===== src/rtl/pc_fetch_unit.sv =====
// PC sequencer and instruction fetch for the single-issue RV32I core.
// Fetches over a req/ack handshake, holds the word for execute, then steps/jumps the PC.
module pc_fetch_unit #(
  parameter logic [31:0] RESET_PC      = 32'h0000_0000,
  parameter int          FETCH_TIMEOUT = 16
) (
  input  logic        clk,
  input  logic        rst,
  output logic        imem_req,
  output logic [31:0] imem_addr,
  input  logic        imem_ack,
  input  logic [31:0] imem_rdata,
  output logic [31:0] instr,
  output logic        instr_valid,
  input  logic        ex_done,
  input  logic        is_branch,
  input  logic        is_jal,
  input  logic        is_jalr,
  input  logic        cmp_flag,
  input  logic [31:0] alu_result,
  input  logic [31:0] imm,
  output logic [31:0] pc,
  output logic [31:0] pc_plus4,
  output logic        err,
  output logic [1:0]  err_code
);

  typedef enum logic [1:0] {S_IDLE, S_FETCH, S_EXEC, S_ERR} state_t;

  localparam logic [7:0] TO_LAST = 8'(FETCH_TIMEOUT - 1);

  state_t      r_state, w_state_nxt;
  logic [31:0] r_pc, r_instr;
  logic        r_req, r_vld, r_err;
  logic [1:0]  r_code;
  logic [7:0]  r_cnt;

  logic [31:0] w_pc_plus4, w_pc_imm, w_next_pc;
  logic        w_to_hit;

  assign w_pc_plus4 = r_pc + 32'd4;
  assign w_pc_imm   = r_pc + imm;
  assign w_to_hit   = (r_cnt == TO_LAST);

  // JALR beats JAL beats a taken branch; everything else falls through.
  always_comb begin
    w_next_pc = w_pc_plus4;
    if (is_jalr)                          w_next_pc = alu_result & ~32'd1;
    else if (is_jal || (is_branch && cmp_flag)) w_next_pc = w_pc_imm;
  end

  always_comb begin
    w_state_nxt = r_state;
    case (r_state)
      S_IDLE:  w_state_nxt = S_FETCH;
      S_FETCH: begin
        if (imem_ack)      w_state_nxt = S_EXEC;
        else if (w_to_hit) w_state_nxt = S_ERR;
      end
      S_EXEC:  if (ex_done) w_state_nxt = w_next_pc[1] ? S_ERR : S_FETCH;
      S_ERR:   w_state_nxt = S_ERR;
      default: w_state_nxt = S_IDLE;
    endcase
  end

  always_ff @(posedge clk) begin
    if (rst) r_state <= S_IDLE;
    else     r_state <= w_state_nxt;
  end

  always_ff @(posedge clk) begin
    if (rst) begin
      r_pc    <= RESET_PC;
      r_instr <= 32'd0;
      r_req   <= 1'b0;
      r_vld   <= 1'b0;
      r_err   <= 1'b0;
      r_code  <= 2'b00;
      r_cnt   <= 8'd0;
    end else begin
      case (r_state)
        S_IDLE: begin
          r_req <= 1'b1;
          r_cnt <= 8'd0;
        end
        S_FETCH: begin
          if (imem_ack) begin
            r_instr <= imem_rdata;
            r_req   <= 1'b0;
            r_vld   <= 1'b1;
            r_cnt   <= 8'd0;
          end else if (w_to_hit) begin
            r_req  <= 1'b0;
            r_err  <= 1'b1;
            r_code <= 2'b10;
            r_cnt  <= 8'd0;
          end else begin
            r_cnt <= r_cnt + 8'd1;
          end
        end
        S_EXEC: begin
          if (ex_done) begin
            r_vld <= 1'b0;
            // A misaligned target leaves pc pointing at the faulting instruction.
            if (w_next_pc[1]) begin
              r_err  <= 1'b1;
              r_code <= 2'b01;
            end else begin
              r_pc  <= w_next_pc;
              r_req <= 1'b1;
            end
          end
        end
        default: begin
          r_req <= 1'b0;
          r_vld <= 1'b0;
        end
      endcase
    end
  end

  assign imem_req    = r_req;
  assign imem_addr   = r_pc;
  assign instr       = r_instr;
  assign instr_valid = r_vld;
  assign pc          = r_pc;
  assign pc_plus4    = w_pc_plus4;
  assign err         = r_err;
  assign err_code    = r_code;

endmodule

===== config.mk =====
export PLATFORM = sky130hd
export DESIGN_NAME = pc_fetch_unit
export DESIGN_NICKNAME = d
export VERILOG_FILES = /design/src/rtl/pc_fetch_unit.sv
export SDC_FILE = /design/constraint.sdc
export NUM_CORES = 1
export LEC_CHECK = 0
export CORE_UTILIZATION = 48
export DETAILED_ROUTE_END_ITERATION = 8
export GPL_ROUTABILITY_DRIVEN = 1
export PLACE_DENSITY_LB_ADDON = 0.08
export SLEW_MARGIN = 20
export SYNTH_ARGS = -nofsm -noshare
export SYNTH_HDL_FRONTEND = slang
export SYNTH_SLANG_ARGS = --single-unit

===== constraint.sdc =====
create_clock -name clk -period 4.88 [get_ports clk]
set_clock_uncertainty 0.05 [all_clocks]
set_input_delay 0.976 -clock clk [delete_from_list [all_inputs] [get_ports clk]]
set_output_delay 0.976 -clock clk [all_outputs]
set_load 0.1 [all_outputs]

# Word-level counts from Yosys, hierarchy flattened

Cells that the tools add are included.

$add $sub $neg: 3
Multiplexer cells: 28
Reductions and logical operators: 11
Bitwise logic cells: 2
Eq/ne operators: 11

Operators by type and width:

| operator                                             | number |
|---|---|
| 2-to-1 mux 32 bit                                    | 2 |
| adder 32 x 3 -> 32 bit (second input constant)       | 1 |
| adder 32 bit                                         | 1 |
| 2-to-1 mux 2 bit                                     | 8 |
| 2-to-1 mux 8 bit                                     | 2 |
| one-hot mux 8 bit (2 select lines)                   | 1 |
| != test 2 bit (second input constant)                | 6 |
| 2-to-1 mux 1 bit                                     | 10 |
| AND reduction 3 bit                                  | 3 |
| adder 8 x 1 -> 8 bit (second input constant)         | 1 |
| equality test 8 x 4 -> 1 bit (second input constant) | 1 |
| one-hot mux 2 bit (4 select lines)                   | 1 |
| one-hot mux 1 bit (3 select lines)                   | 2 |
| AND reduction 5 bit                                  | 1 |
| equality test 2 bit (second input constant)          | 2 |
| one-hot mux 2 bit (2 select lines)                   | 1 |
| AND reduction 2 bit                                  | 2 |
| nonzero test 2 bit                                   | 2 |
| != test 3 bit (second input constant)                | 1 |
| equality test 2 x 1 -> 1 bit (second input constant) | 1 |
| zero test 2 bit                                      | 1 |
| NOT 1 bit                                            | 2 |
| one-hot mux 1 bit (2 select lines)                   | 1 |
| logical AND 1 bit                                    | 1 |
| logical OR 1 bit                                     | 1 |

Input port bits: 104
Flip-flop bits (word level): 78
Word-level logic and storage cells: 63
Output and inout bits: 133

# Longest topological paths before layout

Depth in word-level cells: 7
Gate-level depth with buffers: 10

# Worst setup path before layout

Ideal clock, no wire load.

Path kind: reg-to-output
Start point: reg r_pc[2] (netlist: imem_addr[2])
End point: out pc_plus4[26]
Arrival time: 3.822 ns
Slack: 0.032 ns
Cell stages (with the launch flop): 8
Buffers on the path: 0
Cell sequence: dfxtp_1 > ha_1 > nand3_1 > nor2_1 > nand2_1 > nor2_1 > nand2_1 > xnor2_1

Longest elaborated chain between the ends: 1

RTL lines:

| what                     | RTL line | text |
|---|---|---|
| start: declaration       | 33       | `logic [31:0] r_pc, r_instr;` |
| start signal: assignment | 109      | `r_pc <= w_next_pc;` |
| adder 32 x 3 -> 32 bit   | 41       | `assign w_pc_plus4 = r_pc + 32'd4;` |
| end: declaration         | 23       | `output logic [31:0] pc_plus4,` |

Every way passes these cells.

# Worst setup path in the final report

Start point: reg r_pc[2] (netlist: imem_addr[2])
End point: out pc_plus4[8]

Same word-level chain as after synthesis.

==> flow_summary.json <==
{
  "period_share": 0.802,
  "worstSetupStartpoint": "imem_addr[2]",
  "crit_type": "reg -> out",
  "path_delay_family": "buffers and inverters",
  "finalHoldViolCount": 0,
  "ys_types": 78,
  "cts_hold_buf": 0,
  "yosys_warnings": 0,
  "async_reset_ff_frac": 0,
  "syn_area_sq_mm": 0.00603,
  "setup_ws_ns": 0.966,
  "finalSetupViolations": 0,
  "dieArea_sq_mm": 0.0130,
  "grt_pass1_wl_mm": 31.9,
  "min_to": "instr[28]",
  "r2r_setup_slack_ns": 1.94,
  "cts_buffers": 9,
  "ir_drop_v": 0.000122,
  "core_region_area_sq_mm": 0.0121,
  "drt_iter0_drc": 428,
  "placementRows": 40,
  "drc": 0,
  "grt_setup_unrepaired": "no",
  "path_clk_slew_ns": 0.06,
  "crit_cells": 5,
  "postCtsSetupBuffers": 0,
  "drive_gt1_frac": 0.0775,
  "grt_antenna_before_repair": 1,
  "ys.flop_type": "dfxtp_1",
  "io_pins": 237,
  "power_mw": 2.07,
  "grt_max_degree": 74,
  "cp.arrival_ns": 2.89,
  "status": "finished, final reports clean",
  "vias": 6648,
  "path_buf_inv": 1,
  "synthCells": 787,
  "cts-resized-gates": 0,
  "cpMaxStageDelayCell": "clkdlybuf4s50_1",
  "final_cell_area_sq_mm": 0.00838,
  "gp_congestion": 0.917,
  "max_stage_delay_ns": 1.19,
  "synth-edff-count": 0,
  "numClockSinks": 78,
  "nets": 1101,
  "worstPathMaxFanout": 8,
  "initial_core_util": 0.498,
  "power.density_mw_per_mm2": 247,
  "die_h_um": 114,
  "instances_no_fill": 1137,
  "viasPerCell": 5.85,
  "place_inst": 1120,
  "maxCapViolCount": 0,
  "yosysSeqAreaShare": 0.259,
  "final_util": 0.692,
  "drv_slew": 0,
  "ys_ff_latch": 78,
  "reg2regPathDepth": 10,
  "dp_hpwl_mm": 15.4,
  "area_delta_synth_final_pct": 39.1,
  "post-place-ws_ns": 1.03,
  "required_ns": 3.85,
  "cts_max_path_buffers": 2,
  "h-tree-depth": 3,
  "clk_latency_ns": 0.34,
  "dieWidth_um": 114,
  "cts-root-buf": "clkbuf_16",
  "wl_per_cell_um": 18.3,
  "fmax_mhz": 255,
  "worst_setup_path_end_kind": "output port",
  "worstMarginPinSlew_ns": 1.06,
  "max_slew_margin": 0.295,
  "grt_pass1_vias": 6253,
  "startpoint_type": "flop",
  "overflow": 0,
  "routed_wirelength_mm": 20.8,
  "crit_chain": "ha_1 > nand3_1 > nor2_1 > xor2_1 > clkdlybuf4s50_1",
  "dpl-instance-area_sq_mm": 0.00808,
  "whs_path_depth": 2,
  "period_needed_ns": 3.91,
  "dr.pass1.iters": 4,
  "port_buffers": 232,
  "worstHoldStart": "instr[28]",
  "cts_tree": "yes",
  "syn_area_per_cell_sq_um": 7.66,
  "setup_tns_ns": 0,
  "timing.rr.end": "imem_addr[22]",
  "track_usage": 0.313,
  "n_fill_cell": 1032,
  "power.leakage_nw": 3.37,
  "r2r_start": "imem_addr[0]",
  "finalHoldWorstSlack_ns": 0.406,
  "hp-class": "reg -> reg",
  "antenna_left": 0
}
==> routing by layer <==
| layer | share of wire | track usage | up-vias |
|---|---|---|---|
| met5 | 0 | 0 | - |
| met4 | 0.024 | 0.127 | 0 |
| met3 | 0.067 | 0.0558 | 32 |
| met2 | 0.48 | 0.527 | 283 |
| met1 | 0.43 | 0.396 | 3169 |
| li1 | - | - | 3164 |
==> kinds of logic (layout without fill, tap and decap cells) <==
kind of cell / count (synthesis) / count (layout) / synth area share
and+or+nand+nor: 289 / 289 / 0.234
AOI/OAI and AO/OA: 240 / 240 / 0.270
buffers and inverters: 93 / 272 / 0.0901
DFF: 78 / 78 / 0.259
xor gates and xnor gates: 50 / 50 / 0.0727
adders and majority gates: 33 / 33 / 0.0685
muxes: 3 / 3 / 0.00498
other: 1 / 4 / 0.000622
==> where the power goes <==
group          internal [mW]  switching, mW  total, mW
Combinational          0.220          0.490      0.710
Clock                  0.393          0.280      0.673
Sequential             0.662         0.0296      0.691
Total                   1.27          0.800       2.07
==> cell usage in the layout, fill, tap and decap left out, types with 4 or more instances in the layout <==
cell	count
clkdlybuf4s50_1	209
nand2_1	121
a21oi_1	83
dfxtp_1	78
nor2_1	52
o21ai_0	38
ha_1	33
xnor2_1	32
buf_4	30
nand3_1	26
a21o_1	25
xor2_1	18
nor3_1	17
inv_1	16
a211oi_1	16
and3_1	12
o211ai_1	11
nand4_1	9
or3_1	9
clkbuf_16	9
a31oi_1	8
o21bai_1	5
nor2b_1	5
and4_1	5
o211a_1	4
o31ai_1	4
o41ai_1	4
nor3b_1	4
nand2b_1	4
==> sequential cells by signal (all words and copies together) (netlist names) <==
signal	count
imem_req	1
r_cnt	8
r_state	2
err	1
instr	32
instr_valid	1
imem_addr	31
err_code	2
==> layout make-up <==
cell class              count  area [sq um]  share of cell area
multi-input cells         618          3930               0.469
repair buffers            241          2330               0.278
flip-flops and latches     78          1560               0.186
clock buffers               9           225              0.0269
well taps                 168           210              0.0251
clock inverters             6          61.3             0.00731
inverters                  16          60.1             0.00716
diodes                      1          2.50            0.000298
==> worst max path at each step <==
stage	slack, ns	to
2_1_floorplan	0.03	pc_plus4[26]
3_3_place_gp	1.08	imem_addr[22]
3_5_place_dp	1.03	imem_addr[22]
4_1_cts	0.97	pc_plus4[8]
5_1_grt	0.90	pc_plus4[8]
6_report	0.97	pc_plus4[8]
==> Yosys cell counts (3+ instances only) <==
library cell | count | area (sq um)
nand2_1 | 121 | 454
a21oi_1 | 83 | 415
dfxtp_1 | 78 | 1560
nor2_1 | 52 | 195
o21ai_0 | 38 | 190
buf_4 | 37 | 278
ha_1 | 33 | 413
xnor2_1 | 32 | 280
nand3_1 | 26 | 130
a21o_1 | 25 | 188
clkbuf_1 | 25 | 93.8
xor2_1 | 18 | 158
nor3_1 | 17 | 85.1
a211oi_1 | 16 | 120
inv_1 | 16 | 60.1
and3_1 | 12 | 75.1
o211ai_1 | 11 | 82.6
nand4_1 | 9 | 56.3
or3_1 | 9 | 56.3
a31oi_1 | 8 | 50.1
buf_2 | 7 | 35.0
and4_1 | 5 | 43.8
nor2b_1 | 5 | 31.3
o21bai_1 | 5 | 37.5
buf_6 | 4 | 45.0
nand2b_1 | 4 | 25.0
nor3b_1 | 4 | 30.0
o211a_1 | 4 | 40.0
o31ai_1 | 4 | 30.0
o41ai_1 | 4 | 35.0
a32o_1 | 3 | 30.0
and2_1 | 3 | 18.8
mux2i_1 | 3 | 30.0
nand3b_1 | 3 | 22.5
nor2_2 | 3 | 18.8
o2111ai_1 | 3 | 26.3
o221ai_1 | 3 | 26.3
==> tightest hold or removal path, delay by kind of cell (launching register included) <==
kind            cells  cell delay (ns)
compound gates      1             0.05
simple gates        1             0.05
flops               1             0.31
(Power assumes the default switching activity.)
